### src/rtl/mwadd_pkg.sv
// mwadd_pkg: sequencer state encoding and chunk-index width helper
// Optional feature macro: MWADD_SUB_EN (used by multiword_add_seq).
package mwadd_pkg;
  typedef enum logic [1:0] {ST_IDLE = 2'd0, ST_RUN = 2'd1, ST_DONE = 2'd2} state_e;
  function automatic int idx_w(input int words);
    return (words > 1) ? $clog2(words) : 1;
  endfunction
endpackage

### src/rtl/cascade_adder.sv
// cascade_adder: combinational SIZE-bit ripple-carry adder
// Ports: a, b operands; c carry-in; s sum; k carry-out.
module cascade_adder #(
  parameter int SIZE = 4
) (
  input  logic [SIZE-1:0] a,
  input  logic [SIZE-1:0] b,
  input  logic            c,
  output logic [SIZE-1:0] s,
  output logic            k
);
  logic [SIZE:0] cy;
  assign cy[0] = c;
  for (genvar i = 0; i < SIZE; i++) begin : g_fa
    assign s[i]    = a[i] ^ b[i] ^ cy[i];
    assign cy[i+1] = (a[i] & b[i]) | (cy[i] & (a[i] ^ b[i]));
  end
  assign k = cy[SIZE];
endmodule

### src/rtl/multiword_add_seq.sv
// multiword_add_seq: WORDS*SIZE-bit add performed one SIZE-bit chunk per cycle on a shared adder
// Ports: clk, rst (sync, active-high); start/a_in/b_in/cin (and sub) sampled on accept in IDLE;
//        busy from the cycle after accept through DONE; done one-cycle pulse; sum/cout result registers.
// Optional feature macro: MWADD_SUB_EN adds the sub port (A - B - cin, cout=1 means no borrow).
module multiword_add_seq
  import mwadd_pkg::*;
#(
  parameter int SIZE  = 4,
  parameter int WORDS = 4
) (
  input  logic                  clk,
  input  logic                  rst,
  input  logic                  start,
  input  logic [WORDS*SIZE-1:0] a_in,
  input  logic [WORDS*SIZE-1:0] b_in,
  input  logic                  cin,
`ifdef MWADD_SUB_EN
  input  logic                  sub,
`endif
  output logic                  busy,
  output logic                  done,
  output logic [WORDS*SIZE-1:0] sum,
  output logic                  cout
);
  localparam int W  = WORDS * SIZE;
  localparam int IW = idx_w(WORDS);
  state_e        state_q, state_d;
  logic [W-1:0]  a_q, b_q, sum_q, b_load;
  logic [IW-1:0] idx_q;
  logic          carry_q, cout_q, c_load, last, accept, k;
  logic [SIZE-1:0] s;
`ifdef MWADD_SUB_EN
  // Subtraction as A + ~B + ~cin through the same adder.
  assign b_load = sub ? ~b_in : b_in;
  assign c_load = sub ? ~cin : cin;
`else
  assign b_load = b_in;
  assign c_load = cin;
`endif
  assign last   = idx_q == IW'(WORDS - 1);
  assign accept = (state_q == ST_IDLE) && start;
  cascade_adder #(.SIZE(SIZE)) u_add (
    .a(a_q[idx_q*SIZE +: SIZE]),
    .b(b_q[idx_q*SIZE +: SIZE]),
    .c(carry_q),
    .s(s),
    .k(k)
  );
  // The unused encoding 2'd3 falls through to IDLE.
  always_comb begin
    state_d = (state_q == ST_IDLE) ? (start ? ST_RUN : ST_IDLE) :
              (state_q == ST_RUN)  ? (last ? ST_DONE : ST_RUN) : ST_IDLE;
  end
  always_ff @(posedge clk) begin
    if (rst) begin
      state_q <= ST_IDLE;
      a_q     <= '0;
      b_q     <= '0;
      sum_q   <= '0;
      idx_q   <= '0;
      carry_q <= 1'b0;
      cout_q  <= 1'b0;
    end else begin
      state_q <= state_d;
      if (accept) begin
        a_q     <= a_in;
        b_q     <= b_load;
        carry_q <= c_load;
        idx_q   <= '0;
      end else if (state_q == ST_RUN) begin
        sum_q[idx_q*SIZE +: SIZE] <= s;
        carry_q <= k;
        idx_q   <= idx_q + 1'b1;
        if (last) cout_q <= k;
      end
    end
  end
  assign busy = state_q != ST_IDLE;
  assign done = state_q == ST_DONE;
  assign sum  = sum_q;
  assign cout = cout_q;
endmodule

### config.mk
export PLATFORM = sky130hd
export DESIGN_NAME = multiword_add_seq
export DESIGN_NICKNAME = d
export VERILOG_FILES = /design/src/rtl/mwadd_pkg.sv /design/src/rtl/cascade_adder.sv /design/src/rtl/multiword_add_seq.sv
export SDC_FILE = /design/constraint.sdc
export NUM_CORES = 1
export LEC_CHECK = 0
export ABC_AREA = 1
export CELL_PAD_IN_SITES_DETAIL_PLACEMENT = 0
export CELL_PAD_IN_SITES_GLOBAL_PLACEMENT = 2
export CORE_AREA = 8 8 99 119
export CTS_CLUSTER_SIZE = 10
export DETAILED_ROUTE_END_ITERATION = 10
export DIE_AREA = 0 0 107 127
export MAX_ROUTING_LAYER = met4
export PLACE_DENSITY_LB_ADDON = 0.1
export SLEW_MARGIN = 20
export SYNTH_ARGS = -nofsm -noshare
export SYNTH_HDL_FRONTEND = slang
export SYNTH_HIERARCHICAL = 1
export SYNTH_SLANG_ARGS = --single-unit
export TNS_END_PERCENT = 20
### constraint.sdc
create_clock -name clk -period 3 [get_ports clk]
set_input_delay 0.6 -clock clk [delete_from_list [all_inputs] [get_ports clk]]
set_output_delay 0.6 -clock clk [all_outputs]
set_load 0.005 [all_outputs]
Word level (Yosys, flattened, before mapping)
Index checks and enable logic that the tools add are counted.
{"block": "totals", "regBits": 54, "latch_bits": 0, "ram_bits": 0, "rom_bits": 0, "inputBits": 36, "output_inout_bits": 19, "mem_count": 0}
{"block": "op_classes", "add_sub_neg": 2, "multipliers": 0, "n_div": 0, "magnitude_cmp": 0, "eq_ne": 3, "n_shift": 4, "muxes": 7, "bitwise_logic": 21, "reduce_logical": 7}
{"op": "$neg 4->34", "n": 1}
{"op": "$shift 4x34->16 const A", "n": 1}
{"op": "$shiftx 4x34->16", "n": 1}
{"op": "$shiftx 16x5->4", "n": 2}
{"op": "$bwmux 16", "n": 1}
{"op": "$and 1x1->1", "n": 8}
{"op": "$xor 1x1->1", "n": 8}
{"op": "$mux 2", "n": 3}
{"op": "$eq 2x2->1 const B", "n": 2}
{"op": "$or 1x1->1", "n": 4}
{"op": "$reduce_bool 2->1", "n": 2}
{"op": "$mux 1", "n": 3}
{"op": "$reduce_and 3->1", "n": 1}
{"op": "$add 2x1->2 const B", "n": 1}
{"op": "$eq 2x1->1 const B", "n": 1}
{"op": "$logic_not 2->1", "n": 1}
{"op": "$reduce_and 2->1", "n": 1}
{"op": "$reduce_or 2->1", "n": 1}
{"op": "$logic_and 1x1->1", "n": 1}
{"op": "$not 1->1", "n": 1}

Depth between registers and ports, before layout
Gate-level depths: netlist of run 1.
{"block": "logic_depth", "depth_word": 12, "mapped_depth": 16, "depth_no_buf": 15}

Hierarchy
The synthesis of run 1 kept the hierarchy.
{"module": "multiword_add_seq", "n_inst": 1, "cells_per_inst": 318, "area_per_inst_um2": 2296.0, "seq_area_each_um2": 1081.0}
{"module": "cascade_adder", "n_inst": 1, "cells_per_inst": 14, "area_per_inst_um2": 117.6, "seq_area_each_um2": 0.0}

Least setup slack after synthesis of run 1
No wires, ideal clock.
{"block": "synth_timing", "path_kind": "reg2reg", "from": "reg idx_q[1]", "to": "reg sum_q[15], in the netlist sum[15]", "t_arrival_ns": 2.799, "required_ns": 2.930, "setup_slack_ns": 0.131, "path_stages_with_launch": 17, "path_buffers": 1, "period_less_slack_ns": 2.869, "path_cell_list": "dfxtp_1 clkbuf_1 inv_1 o21ai_0 o22ai_1 fa_1 inv_1 fa_1 inv_1 fa_1 inv_1 fa_1 inv_1 nand2_1 nor2_1 nand2_1 a21oi_1"}
{"block": "synth_between", "elab_chain_cells": 11, "word_cells_on_any_way": 23, "cone_classes": "add/sub: 1; shift: 4; mux: 1; bitwise: 17"}
{"element": "start, declared", "line": "multiword_add_seq.sv:29", "rtl": "logic [IW-1:0] idx_q;"}
{"element": "start signal, assigned", "line": "multiword_add_seq.sv:73", "rtl": "idx_q <= idx_q + 1'b1;"}
{"element": "$shiftx 16x5->4, on equally long branches", "line": "multiword_add_seq.sv:43, multiword_add_seq.sv:44"}
{"element": "$xor 1x1->1", "line": "cascade_adder.sv:16", "rtl": "assign cy[i+1] = (a[i] & b[i]) | (cy[i] & (a[i] ^ b[i]));"}
{"element": "$and 1x1->1", "line": "cascade_adder.sv:16"}
{"element": "$or 1x1->1", "line": "cascade_adder.sv:16"}
{"element": "$and 1x1->1", "line": "cascade_adder.sv:16"}
{"element": "$or 1x1->1", "line": "cascade_adder.sv:16"}
{"element": "$and 1x1->1", "line": "cascade_adder.sv:16"}
{"element": "$or 1x1->1", "line": "cascade_adder.sv:16"}
{"element": "$xor 1x1->1 *", "line": "cascade_adder.sv:15", "rtl": "assign s[i] = a[i] ^ b[i] ^ cy[i];"}
{"element": "named net s[3]", "line": "multiword_add_seq.sv:31", "rtl": "logic [SIZE-1:0] s;"}
{"element": "$shiftx 4x34->16 *", "line": "multiword_add_seq.sv:71", "rtl": "sum_q[idx_q*SIZE +: SIZE] <= s;"}
{"element": "$bwmux 16 *", "line": "multiword_add_seq.sv:71"}
{"element": "end signal, assigned by index", "line": "multiword_add_seq.sv:71"}
{"element": "end, declared", "line": "multiword_add_seq.sv:28", "rtl": "logic [W-1:0] a_q, b_q, sum_q, b_load;"}
The timed path passes the listed nets; every way through them passes the cells marked *.
A chain may end at the register's enable or synchronous reset.

Final worst setup path of run 1
{"block": "layout_timing", "from": "reg idx_q[0]", "to": "reg sum_q[7], in the netlist sum[7]"}
The elaborated chain is that of the path after synthesis.

==> out/results.ini, run 1 <==
[outcome]
outcome=finished clean

[drt]
drc_violation_total_after_the_first_tritonroute_iteration=81
totalWireLength_um=6870
detail_route.vias_per_cell=4.29
post-route-drc-count=0
pre_repair_dr_iteration_count=4
final_antenna_net_count=0
routedWlPerCell_um=13.4
route.vias.total=2207

[clock_tree]
cts.reportedPaths.clkPinSlew_ps=70
cts_inserted_buffers=5
root_buffer=clkbuf_16
htree_num_levels=2
cts_max_path_buffers=2
clock_sink_count=54
cts-hold-fix-buffers=0
tritoncts=yes
worstSkewPairLatency_ps=290

[timing]
final_hold_viol_count=0
hold_ws_ps=465
layout_worst_path_cycle_share_pct=93.0
fin_skew_ps=9.25
max-slew-margin-rel_pct=64.5
worst_pin_slew_ps=532
max_clock_freq_ghz=0.358
slew_viol_final=0
rsz0062_at_grt=false
final.min_clock_period_ps=2790
finalSetupViolations=0

[worst_hold_path]
holdCritPathClass=flop to flop
worst_hold_startpoint=sum[10]
hold_path_depth=2
worst_hold_path.endpoint=sum[10]

[layout]
antenna_cells_inserted=0
final_net_count=433
layout-drive-gt1-share_pct=7.73
fin_area_mm2=0.00325
layout-area-overhead-vs-synth_pct=34.7
layoutNonFillerInstCount=514

[grt]
grt_first_pass_wirelength_um=11300
grt.overflow.total=0
via_count_of_the_first_global_routing_pass=2330
grt_start_max_net_pins=37
antenna_found_initial=0
grt_usage_pct=10.6

[placement]
routabilityCongestion=0.800
dp_cells=505
placement.cell_area_mm2=0.00309
numPortBuffers=54
dpl.hpwl_um=5150

[critical_path]
r2r_setup_slack_ps=210
cp_data_arrival_time_ps=3010
reg2reg_to=sum[7]
setup.worst_path.class=flop to flop
worstRegToRegCells=15
critPathLaunchType=flop
setup.worst_path.end_class=flop
reg2reg_launch_point=idx_q[0]
data_required_time_of_the_worst_path_ps=3220
timing.critical_path.fanout_max=9

[yosys]
synth.lib_cells_used.distinct=22
postSynthNetCount=378
yosys_warnings=6
avgSynthCellArea_um2=7.27
synth.area.top_cells=dfxtp_1, nor2_1, o21ai_0
synthesis.area_mm2=0.00241
synthesis.instances=332
synth.ff_latch_count=54
post-synth-top-area-cell=dfxtp_1
share_of_the_yosys_chip_area_belonging_to_registers_pct=44.8
synth_largest_type_area_fraction_pct=44.8

[floorplanning]
starting_density_pct=24.5
io_pins=55
placement_rows=40
die_width_um=107
chipHeight_um=127
core_mm2=0.00986
die_outline_area_mm2=0.0136

[power_and_ir_drop]
vdd.ir_drop.worst_mv=0.228
power.total_mw=1.65
power-per-cell-area_mw_per_mm2=506
power_leakage_nw=1.28

[job]
max_cap_viol_count=0

## synthesized netlist by cell type
cell and count:
nand2_1 51, o21ai_1 5, a21oi_1 19, ha_1 6, inv_1 18, nand3_1 4, buf_2 3, clkbuf_2 1
o21a_1 1, nand2_4 1, dfxtp_1 54, inv_4 1, nand3_2 1, fa_1 4, o21ai_0 44, nor2_2 4
clkbuf_1 7, o22ai_1 8, inv_2 2, nor2_1 93, buf_6 2, buf_4 3
## state kept, by name, summed over array words and instances (netlist names)
register,count
idx_q,2
carry_q,1
cout,1
b_q,16
state_q,2
sum,16
a_q,16
## cell type report
cell class / instances / area [um^2]
Fill cell: 1109 / 6610
Multi-Input combinational cell: 241 / 1160
Sequential cell: 54 / 1090
Timing Repair Buffer: 64 / 616
Tap cell: 126 / 158
Clock buffer: 7 / 143
Inverter: 21 / 81.3
Clock inverter: 1 / 5.00
## critical path: stages, from the launching register on
cell	delay, ps
dfxtp_4	400
inv_2	70
o21ai_0	150
o22ai_1	110
fa_1	390
inv_1	70
fa_1	170
inv_1	50
fa_1	360
inv_1	70
fa_1	400
inv_1	80
nand2_1	80
nor2_2	110
nand2_1	60
a21oi_1	130
## through the flow
step	setup slack, ps	setup TNS [ps]	util (%)
floorplan	131	0	-
global placement	66.6	0	31.3
detailed placement	-29.0	-55.4	31.3
CTS	71.7	0	32.8
global route	5.02	0	33.0
finish	210	0	33.0
## layer usage
layer	vias to the layer above	global-route usage (%)	wire [um]
li1	1169	-	-
met1	996	11.6	3030
met2	40	19.0	3610
met3	2	1.86	194
met4	0	3.15	44
met5	-	-	0
## logic make-up after synthesis
kind of cell,after synthesis,synth area share (%)
buffers and inverters,37,7.15
AO/OA/AOI/OAI,77,16.5
flip-flops,54,44.8
adder cells (fa/ha/maj),10,6.43
AND/OR/NAND/NOR,154,25.1
## worst max path at each step
stage                          to  slack [ps]  depth (start not counted)  startpoint
final                      sum[7]         210                         15    idx_q[0]
after global routing      sum[11]           5                         15    idx_q[0]
after CTS                  sum[7]          70                         15    idx_q[0]
after detailed placement   sum[7]         -30                         15    idx_q[0]
after global placement     sum[7]          70                         15    idx_q[0]
after floorplan           sum[15]         130                         16    idx_q[1]
## report_power, final
part	leakage (nW)	internal (mW)	switching, mW	total, mW
clock	0.0739	0.332	0.255	0.587
combinational	0.764	0.123	0.145	0.268
sequential	0.445	0.762	0.0298	0.791
## cells in the final DEF, fill, tap and decap left out, drive strengths merged
cell type	count
nor2	97
clkdlybuf4s50	54
dfxtp	54
nand2	52
o21ai	49
inv	21
a21oi	19
buf	10
o22ai	8
clkbuf	7
ha	6
nand3	5
fa	4
o21a	1
clkinv	1
## repair_timing
action                                  4_1_cts  5_1_grt
resized for setup                             1        5
pin swaps                                     0        0
buffers inserted                              0        1
endpoints found under the setup margin        3        3
Note: power is estimated with default switching activity, not from simulation.
==> inputs of run 2 (changes only) <==
--- a/config.mk
+++ b/config.mk
@@ -6,6 +6,7 @@
 export NUM_CORES = 1
 export LEC_CHECK = 0
 export ABC_AREA = 1
+export CAP_MARGIN = 10
 export CELL_PAD_IN_SITES_DETAIL_PLACEMENT = 0
 export CELL_PAD_IN_SITES_GLOBAL_PLACEMENT = 2
 export CORE_AREA = 8 8 99 119
==> results of run 2 <==
Final layout, timing and power as in run 1 (identical DEF).
